### src/rtl/rca4_nibble_sequencer.sv
// rca4_nibble_sequencer: multi-cycle wide adder built around one external
// 4-bit ripple-carry adder. Operands are fed to the RCA one nibble per cycle,
// LSB nibble first, with the previous nibble's carry-out chained back as c_i.
// Optional macro RCA4_SEQ_SUB_EN adds a 'sub' input for a - b (two's complement).
module rca4_nibble_sequencer #(
    parameter int NIBBLES = 4
) (
    input  logic                 clk,
    input  logic                 rst_n,
`ifdef RCA4_SEQ_SUB_EN
    input  logic                 sub,
`endif
    input  logic                 in_valid,
    output logic                 in_ready,
    input  logic [4*NIBBLES-1:0] a,
    input  logic [4*NIBBLES-1:0] b,
    input  logic                 cin,
    output logic [3:0]           rca_x,
    output logic [3:0]           rca_y,
    output logic                 rca_ci,
    input  logic [3:0]           rca_s,
    input  logic                 rca_co,
    output logic                 out_valid,
    input  logic                 out_ready,
    output logic [4*NIBBLES-1:0] sum,
    output logic                 cout
);

    localparam int W     = 4 * NIBBLES;
    localparam int IDX_W = (NIBBLES > 1) ? $clog2(NIBBLES) : 1;

    typedef enum logic [1:0] {
        S_IDLE = 2'd0,
        S_RUN  = 2'd1,
        S_DONE = 2'd2
    } state_t;

    state_t             r_state;
    state_t             w_next;
    logic [IDX_W-1:0]   r_idx;
    logic [W-1:0]       r_a;
    logic [W-1:0]       r_b;
    logic [W-1:0]       r_sum;
    logic               r_carry;
    logic               r_cout;
    logic               w_last;
    logic [IDX_W+1:0]   w_base;
    logic [W-1:0]       w_b_in;
    logic               w_c_in;

    assign w_last = (r_idx == IDX_W'(NIBBLES - 1));
    // Bit offset of the active nibble (idx * 4)
    assign w_base = {r_idx, 2'b00};

`ifdef RCA4_SEQ_SUB_EN
    // Subtraction as a + ~b + 1; cout=1 then means no borrow
    assign w_b_in = sub ? ~b : b;
    assign w_c_in = sub ? 1'b1 : cin;
`else
    assign w_b_in = b;
    assign w_c_in = cin;
`endif

    // State register
    always_ff @(posedge clk) begin
        if (!rst_n) begin
            r_state <= S_IDLE;
        end else begin
            r_state <= w_next;
        end
    end

    // Next-state logic
    always_comb begin
        w_next = r_state;
        case (r_state)
            S_IDLE: if (in_valid)  w_next = S_RUN;
            S_RUN:  if (w_last)    w_next = S_DONE;
            S_DONE: if (out_ready) w_next = S_IDLE;
            default:               w_next = S_IDLE;
        endcase
    end

    // Operand capture, nibble index and per-nibble result collection
    always_ff @(posedge clk) begin
        if (!rst_n) begin
            r_idx   <= '0;
            r_a     <= '0;
            r_b     <= '0;
            r_sum   <= '0;
            r_carry <= 1'b0;
            r_cout  <= 1'b0;
        end else begin
            case (r_state)
                S_IDLE: begin
                    if (in_valid) begin
                        r_a     <= a;
                        r_b     <= w_b_in;
                        r_carry <= w_c_in;
                        r_idx   <= '0;
                        r_sum   <= '0;
                    end
                end
                S_RUN: begin
                    r_sum[w_base +: 4] <= rca_s;
                    r_carry            <= rca_co;
                    if (w_last) begin
                        r_cout <= rca_co;
                    end else begin
                        r_idx <= r_idx + 1'b1;
                    end
                end
                default: ;
            endcase
        end
    end

    // Handshake flags and RCA drive; RCA inputs are held at zero outside RUN
    always_comb begin
        in_ready  = 1'b0;
        out_valid = 1'b0;
        rca_x     = 4'h0;
        rca_y     = 4'h0;
        rca_ci    = 1'b0;
        case (r_state)
            S_IDLE: in_ready = 1'b1;
            S_RUN: begin
                rca_x  = r_a[w_base +: 4];
                rca_y  = r_b[w_base +: 4];
                rca_ci = r_carry;
            end
            S_DONE: out_valid = 1'b1;
            default: ;
        endcase
    end

    assign sum  = r_sum;
    assign cout = r_cout;

endmodule
### config.mk
export PLATFORM = sky130hd
export DESIGN_NAME = rca4_nibble_sequencer
export DESIGN_NICKNAME = d
export VERILOG_FILES = /design/src/rtl/rca4_nibble_sequencer.sv
export SDC_FILE = /design/constraint.sdc
export NUM_CORES = 1
export LEC_CHECK = 0
export CORE_MARGIN = 4
export CORE_UTILIZATION = 42
export DETAILED_ROUTE_END_ITERATION = 10
export GPL_TIMING_DRIVEN = 0
export MAX_ROUTING_LAYER = met4
export PLACE_DENSITY = 0.75
export SYNTH_ARGS = -nofsm -noshare
export SYNTH_HDL_FRONTEND = slang
export SYNTH_SLANG_ARGS = --single-unit
### constraint.sdc
create_clock -name clk -period 1.9 [get_ports clk]
set_input_delay 0.19 -clock clk [delete_from_list [all_inputs] [get_ports clk]]
set_output_delay 0.19 -clock clk [all_outputs]
set_load 0.05 [all_outputs]
==> flow_summary.json, run 1 <==
{
  "ir_drop_mv": 0.513,
  "synth_top_area_cell": "dfxtp_1",
  "wire_per_inst_um": 14.9,
  "final_hold_viol_count": 0,
  "track_usage": 0.176,
  "chipWidth_um": 83.3,
  "synth_top_area_frac": 0.454,
  "mappedNetlistNets": 287,
  "final_core_util": 0.602,
  "holdWs_ps": 442,
  "r2r_end": "sum[10]",
  "async_reset_ff_frac": 0,
  "gp_congestion": 0.815,
  "whs_path_depth": 3,
  "period_needed_ps": 1900,
  "clock_path_buffers": 2,
  "r2r-start": "r_idx[1]",
  "synthCells": 239,
  "ant_nets": 0,
  "switchingPower_w": 0.000604,
  "p_leak_nw": 1.31,
  "ctsHtreeMaxLevel": 2,
  "n_antenna_cell": 0,
  "start_util": 0.432,
  "ys_seq_area_frac": 0.454,
  "rows": 27,
  "die_y_um": 83.3,
  "seqPwrFrac": 0.533,
  "crit_path_start_kind": "register",
  "drive_above_1_share": 0.147,
  "critPathKind": "register to output pin",
  "synthFlopType": "dfxtp_1",
  "clk_pin_slew_ps": 90,
  "intPower_w": 0.00168,
  "yosys-top-cells-area": "dfxtp_1 45%, mux2i_1 13%, mux4_1 8.8%",
  "drc": 0,
  "hold_path.startpoint": "cin",
  "r2r_setup_slack_ps": 80,
  "finClkSkew_ps": 3.48,
  "grt_antenna_before_repair": 0,
  "powerDensity_nw_per_um2": 689,
  "hold_class": "input pin to register",
  "avgViaCountPerCell": 5.12,
  "tightest_slew_ps": 505,
  "coreArea_um2": 5510,
  "ff2ff_path_depth": 6,
  "netlist_top_cells_count": "54 x dfxtp_1, 38 x nor2_1, 32 x mux2i_1",
  "design_area_um2": 3320,
  "final_cell_count_no_fill": 391,
  "cp-end-kind": "output pin",
  "grt_max_degree": 15,
  "min_to": "r_carry",
  "ioPinCount": 70,
  "grt_pass1_wl_um": 9830,
  "io_buffers": 69,
  "status": "finished, final reports clean",
  "postRouteWirelength_um": 5850,
  "grtUsageMet1": 0.218,
  "ys_types": 31,
  "clkPwrFrac": 0.265,
  "use_met3": 0.0427,
  "rsz0062_at_grt": "yes",
  "initialDrtViolationCount": 72,
  "grt-ovfl-total": 0,
  "holdBufCountCts": 0,
  "finalCritPeriodShare": 0.999,
  "synth_edf_count": 0,
  "yosysMostFrequentCell": "dfxtp_1",
  "via_count": 2003,
  "dieArea_um2": 6930,
  "fin_nets": 367,
  "grt_pass1_vias": 2065,
  "syn2layout_area_growth_pct": 39.5,
  "top_usage_layer": "met2",
  "cp.arrival_ps": 1710,
  "synth.ff_latch_count": 54,
  "relSlewSlack": 0.662,
  "netSwitchingFraction": 0.265,
  "drv_cap": 0,
  "cp_max_fo": 6,
  "final-setup-viol-count": 0,
  "cts_tree": "yes",
  "grtUsageMet2": 0.295,
  "drt_pre_antenna_iters": 4,
  "clock_latency_ps": 300,
  "cts-root-buf": "clkbuf_8",
  "placed_area_um2": 3160,
  "drv_slew": 0,
  "max_freq_mhz": 527,
  "place_hpwl_um": 4310,
  "synth_warnings": 0,
  "cts_sinks": 54,
  "place_inst": 380,
  "cts-buffers-inserted": 5,
  "avgSynthCellArea_um2": 9.95,
  "power_frac_comb": 0.202,
  "synthesis.area_um2": 2380,
  "tns_ps": 0,
  "worstPathRequired_ps": 1710
}
==> metrics by stage <==
step	power (W)	worst slack, ps
4_1_cts	0.00228	-39.3
2_1_floorplan	0.00150	93.6
3_5_place_dp	0.00167	-448
5_1_grt	0.00238	-59.7
6_report	0.00228	1.97
3_3_place_gp	0.00166	-407
==> final cells by class <==
class                      count  area [um2]
fill                         467        2190
multi-input combinational    163        1190
sequential                    54        1080
timing repair buffer          73         757
buffer                        15        97.6
tap                           72        90.1
clock buffer                   7        76.3
inverter                       7        26.3
==> per-layer routing <==
layer,share of wire,vias up
met4,0.0058,0
met3,0.070,4
met2,0.48,74
met5,0,-
li1,-,982
met1,0.45,943
==> logic make-up after synthesis <==
kind of cell | count (synthesis) | synth area share
fa+ha+maj | 6 | 0.0316
simple gates | 87 | 0.165
flops | 54 | 0.454
buf+inv | 22 | 0.0484
mux | 40 | 0.223
compound gates | 30 | 0.0773
==> worst max-delay path by stage <==
stage / from / endpoint / slack [ps]
floorplan: r_idx[1] / sum[10] / 90
global placement: r_state[1] / rca_x[3] / -410
detailed placement: r_idx[1] / rca_x[1] / -450
CTS: r_idx[0] / rca_x[1] / -40
global route: r_idx[0] / rca_x[1] / -60
finish: r_idx[0] / rca_x[1] / 2
==> power by group through the flow <==
stage | Sequential, W | Clock (W) | Combinational, W
2_1_floorplan | 0.00125 | 0 | 0.000250
3_3_place_gp | 0.00124 | 0 | 0.000421
3_5_place_dp | 0.00124 | 0 | 0.000428
4_1_cts | 0.00122 | 0.000613 | 0.000455
5_1_grt | 0.00122 | 0.000655 | 0.000498
6_report | 0.00122 | 0.000605 | 0.000461
==> repair_timing <==
| item | 4_1_cts | 5_1_grt |
|---|---|---|
| setup endpoints to repair | 27 | 16 |
| gates resized for setup | 75 | 14 |
| pin swaps | 1 | 5 |
| buffers inserted | 3 | 1 |
==> sequential cells by signal, indices dropped and copies added (netlist names) <==
| name | flops |
|---|---|
| sum | 16 |
| r_carry | 1 |
| r_state | 2 |
| r_b | 16 |
| r_a | 16 |
| r_idx | 2 |
| cout | 1 |
==> cells in the final DEF (no fill, tap or decap), types with 3 or more instances in the layout <==
cell / count
a21oi_1: 6
and2_4: 6
buf_4: 8
buf_6: 3
buf_8: 6
clkbuf_1: 7
clkbuf_8: 5
clkdlybuf4s50_1: 58
dfxtp_1: 53
ha_1: 5
inv_1: 5
mux2i_1: 32
mux4_2: 6
nand2_1: 27
nand3_1: 5
nor2_1: 38
o22ai_1: 16
==> critical path: stages (launching register included) <==
cell and delay (ps):
dfxtp_2 350, buf_6 130, buf_8 130, mux4_2 490, and2_4 160, buf_8 140
(Power assumes the default switching activity.)
==> run 2: changes to the inputs <==
--- a/config.mk
+++ b/config.mk
@@ -7,3 +7,2 @@
 export LEC_CHECK = 0
-export CORE_MARGIN = 4
 export CORE_UTILIZATION = 42
--- a/constraint.sdc
+++ b/constraint.sdc
@@ -3,2 +3,2 @@
 set_output_delay 0.19 -clock clk [all_outputs]
-set_load 0.05 [all_outputs]
+set_load 0.1 [all_outputs]
==> run 2 against run 1 <==
Against the previous run:
- the run now ends with setup timing left
- fmax down 2.2%
- combinational power grew 12%
- cell count is 0.26% higher
- critical endpoint unchanged
- largest cell class unchanged
- largest power group unchanged
==> flow_summary.json, run 2 (synthesis results as in run 1) <==
{
  "fillCellCount": 510,
  "n_antenna_cell": 0,
  "seq_area_um2": 1080,
  "grt_antenna_before_repair": 0,
  "grt_max_degree": 18,
  "track_usage": 0.194,
  "ant_nets": 0,
  "crit_slowest_cell": "mux4_2",
  "crit_path_start_kind": "register",
  "cp_max_fo": 7,
  "rows": 27,
  "ctsHtreeMaxLevel": 2,
  "gp_congestion": 0.793,
  "r2r_setup_slack_ps": 140,
  "clock_latency_ps": 310,
  "die_y_um": 77.3,
  "clkPwrFrac": 0.310,
  "tns_ps": -157,
  "path_cells": "buf_6, buf_8, mux4_2, and2_4, buf_12",
  "crit_end": "rca_x[1]",
  "period_needed_ps": 1940,
  "place_ws_ps": -715,
  "ff2ff_path_depth": 7,
  "layout_commonest_cell": "dfxtp_1",
  "cp.arrival_ps": 1750,
  "cts-buffers-inserted": 5,
  "design_area_um2": 3390,
  "avgViaCountPerCell": 5.11,
  "max_freq_mhz": 515,
  "placed_area_um2": 3170,
  "critPathKind": "register to output pin",
  "drive_above_1_share": 0.169,
  "fin_nets": 367,
  "worstPathRequired_ps": 1710,
  "routed-wl-met2_um": 2620,
  "io_buffers": 69,
  "holdWs_ps": 432,
  "ir_drop_mv": 0.476,
  "drv_cap": 0,
  "clock_path_buffers": 2,
  "final_hold_viol_count": 0,
  "hold_path.startpoint": "cin",
  "violations": "setup timing",
  "r2r-start": "r_idx[0]",
  "hold_class": "input pin to register",
  "netSwitchingFraction": 0.275,
  "r2r_end": "sum[8]",
  "drt_pre_antenna_iters": 4,
  "layout_setup_ws_ps": -40.3,
  "grt-ovfl-total": 0,
  "timing.critical_path.from": "r_idx[0]",
  "multi_input_area_um2": 1190,
  "switchingPower_w": 0.000691,
  "cp-end-kind": "output pin",
  "finClkSkew_ps": 8.70,
  "cts-root-buf": "clkbuf_8",
  "dieArea_um2": 5970,
  "start_util": 0.435,
  "drc": 0,
  "rsz0062_at_grt": "yes",
  "grt_pass1_wl_um": 9030,
  "power_frac_comb": 0.206,
  "cts_sinks": 54,
  "p_leak_nw": 1.41,
  "topRoutingLayerUsed": "met4",
  "wire_per_inst_um": 14.0,
  "place_hpwl_um": 3890,
  "met3_length_um": 301,
  "chipWidth_um": 77.3,
  "max_stage_delay_ps": 500,
  "tightest_slew_ps": 964,
  "status": "finished, violations left",
  "relSlewSlack": 0.360,
  "grt_pass1_vias": 1999,
  "via_count": 2005,
  "drv_slew": 0,
  "initialDrtViolationCount": 78,
  "postRouteWirelength_um": 5500,
  "seqPwrFrac": 0.484,
  "clk_pin_slew_ps": 90,
  "powerDensity_nw_per_um2": 742,
  "syn2layout_area_growth_pct": 42.5,
  "final_cell_mix": "52 x dfxtp_1, 41 x clkdlybuf4s50_1, 36 x nor2_1, 32 x mux2i_1, 27 x nand2_1",
  "coreArea_um2": 5470,
  "final-setup-viol-count": 6,
  "drt-met1-wl_um": 2510,
  "ioPinCount": 70,
  "final_core_util": 0.619,
  "finalCritPeriodShare": 1.02,
  "holdBufCountCts": 0,
  "intPower_w": 0.00182,
  "cts_tree": "yes"
}
[run 2: worst max-delay path: cells and delay by family (launching register included)]
kind / cells / cell delay, ps
buffers and inverters: 3 / 430
flip-flops: 1 / 350
multiplexers: 1 / 500
AND/OR/NAND/NOR: 1 / 160
[run 2: worst min path at each step]
stage | endpoint | cells past startpoint
2_1_floorplan | r_carry | 2
3_3_place_gp | sum[6] | 2
3_5_place_dp | sum[2] | 2
4_1_cts | r_carry | 3
5_1_grt | r_carry | 3
6_report | r_carry | 3
[run 2: layout make-up]
cell class              instances  share of cell area
repair buffers                 73               0.230
clock buffers                   5              0.0203
multi-input cells             163               0.353
plain buffers                  15              0.0303
flip-flops and latches         54               0.320
inverters                       7             0.00775
clock inverters                 3              0.0133
well taps                      72              0.0266
[run 2: metrics by stage]
stage	cells	power, W
floorplan	239	0.00155
global placement	380	0.00171
detailed placement	380	0.00172
CTS	391	0.00252
global route	392	0.00262
finish	392	0.00251
[run 2: routing by layer]
metal  up-vias  track usage
met3         7       0.0310
li1        988            -
met5         -            -
met2        71        0.327
met1       939        0.241
met4         0       0.0472
[run 2: power by group through the flow]
stage          logic, W  registers (W)  clock network [W]
6_report       0.000518        0.00122           0.000778
5_1_grt        0.000554        0.00122           0.000839
4_1_cts        0.000509        0.00122           0.000790
3_5_place_dp   0.000476        0.00124                  0
3_3_place_gp   0.000471        0.00124                  0
2_1_floorplan  0.000285        0.00126                  0
[run 2: timing repair]
action / CTS / global route
pin swaps: 2 / 3
setup buffers: 3 / 1
gates resized for setup: 111 / 8
endpoints found under the setup margin: 44 / 13
==> run 3: changes to the inputs <==
CORE_UTILIZATION = 40   (was 42)
PLACE_DENSITY = 0.72   (was 0.75)
==> run 3 against run 2 <==
Against the previous run:
- the run still ends with setup timing left
- sequential power about the same
- global-route usage fell by 1.3 points
- register-to-register slack lost 140 ps
- worst setup slack gained 15 ps
- combinational power about the same
- routed wire length up 0.89%
- hold slack better by 13 ps
- die area up 4.9%
- total power down 2.2%
- first-iteration DRC count decreased by 12%
- sequential share of layout area shrank 0.31 points
- largest power group unchanged
- highest routed layer unchanged
==> flow_summary.json, run 3 (synthesis results as in run 1) <==
{
  "r2r-start": "r_idx[0]",
  "drt_pre_antenna_iters": 4,
  "ant_nets": 0,
  "final_cell_mix": "53 x dfxtp_1, 41 x clkdlybuf4s50_1, 36 x nor2_1, 32 x mux2i_1, 26 x nand2_1",
  "cts_tree": "yes",
  "grt_max_degree": 16,
  "n_antenna_cell": 0,
  "coreArea_um2": 5610,
  "final_cell_count_no_fill": 394,
  "relSlewSlack": 0.362,
  "final-setup-viol-count": 4,
  "clk_pin_slew_ps": 90,
  "rows": 27,
  "ir_drop_mv": 0.530,
  "tightest_slew_ps": 961,
  "clock_latency_ps": 300,
  "ctsHtreeMaxLevel": 2,
  "drv_cap": 0,
  "p_leak_nw": 1.44,
  "grt_pass1_vias": 1799,
  "timing.critical_path.from": "r_idx[0]",
  "postRouteWirelength_um": 5550,
  "hold_class": "input pin to register",
  "place_inst": 380,
  "ioPinCount": 70,
  "grt_pass1_wl_um": 8580,
  "grt-ovfl-total": 0,
  "drc": 0,
  "max_stage_delay_ps": 500,
  "syn2layout_area_growth_pct": 43.7,
  "place_hpwl_um": 3930,
  "hold_path.startpoint": "cin",
  "period_needed_ps": 1930,
  "cts-root-buf": "clkbuf_8",
  "gp_congestion": 0.829,
  "clock_path_buffers": 2,
  "final_hold_viol_count": 0,
  "drive_above_1_share": 0.183,
  "crit_slowest_cell": "mux4_2",
  "avgViaCountPerCell": 4.98,
  "via_count": 1964,
  "layout_setup_ws_ps": -25.4,
  "violations": "setup timing",
  "cts_sinks": 54,
  "r2r_setup_slack_ps": 0,
  "fin_nets": 369,
  "cts-buffers-inserted": 5,
  "cp_max_fo": 5,
  "wire_per_inst_um": 14.1,
  "crit_path_start_kind": "register",
  "powerDensity_nw_per_um2": 720,
  "path_cells": "buf_6, buf_8, mux4_2, and2_4, buf_12",
  "track_usage": 0.181,
  "die_y_um": 79.1,
  "layout_commonest_cell": "dfxtp_1",
  "critPathKind": "register to output pin",
  "start_util": 0.424,
  "dieArea_um2": 6260,
  "io_buffers": 69,
  "worstPathRequired_ps": 1710,
  "cp.arrival_ps": 1740,
  "finalCritPeriodShare": 1.01,
  "initialDrtViolationCount": 69,
  "final_core_util": 0.610,
  "cp-end-kind": "output pin",
  "max_freq_mhz": 519,
  "chipWidth_um": 79.1,
  "rsz0062_at_grt": "yes",
  "finClkSkew_ps": 4.21,
  "holdBufCountCts": 0,
  "grt_antenna_before_repair": 0,
  "drv_slew": 0,
  "status": "finished, violations left"
}
-- run 3: cell count changes in the layout (fill, tap and decap cells not counted), moves of 3 or more --
cell,previous run,this run
o22ai_1,16,12
o22ai_2,0,4
buf_12,7,4
buf_4,6,9
buf_6,2,5
clkbuf_8,6,9
-- run 3: metal layers --
metal	track usage	share of wire	up-vias
met1	0.235	0.45	909
met5	-	0	-
met4	0.0327	0.0038	0
met2	0.293	0.49	61
met3	0.0402	0.056	3
li1	-	-	991
-- run 3: area by class of cell --
type | instances | area [um2]
clock buffer | 8 | 110
sequential | 54 | 1080
buffer | 15 | 104
inverter | 7 | 30.0
timing repair buffer | 75 | 764
multi-input combinational | 163 | 1240
fill | 539 | 2190
tap | 72 | 90.1
-- run 3: where the power goes --
part           switching [W]  internal [W]
combinational       0.000277      0.000242
clock               0.000356      0.000368
sequential         0.0000300       0.00119
total               0.000663       0.00180
-- run 3: worst max-delay path: cells and delay by family, from the launching register on --
kind                   cells  cell delay, ps
and+or+nand+nor            1             160
muxes                      1             500
DFF                        1             340
buffers and inverters      3             430
-- run 3: per-stage QoR --
step	power [W]	setup WS (ps)	TNS (ps)	area, um2	hold WS [ps]
after global routing	0.00257	-92.2	-678	3420	492
after floorplan	0.00155	72.2	0	2390	336
after global placement	0.00171	-757	-7930	3170	456
after detailed placement	0.00172	-767	-9830	3170	460
after CTS	0.00245	-39.8	-97.6	3330	444
final	0.00246	-25.4	-51.5	3420	445
-- run 3: path summary, 6_finish.rpt --
path / end / depth (start not counted)
worst max register to register: sum[10] / 8
worst min-delay path: r_carry / 3
worst max-delay path: rca_x[2] / 5
worst min register to register: sum[13] / 2
-- run 3: repair_timing --
| action | in CTS | in global routing |
|---|---|---|
| buffers inserted | 2 | 4 |
| pin swaps | 4 | 5 |
| endpoints found under the setup margin | 45 | 18 |
| gates resized for setup | 106 | 14 |
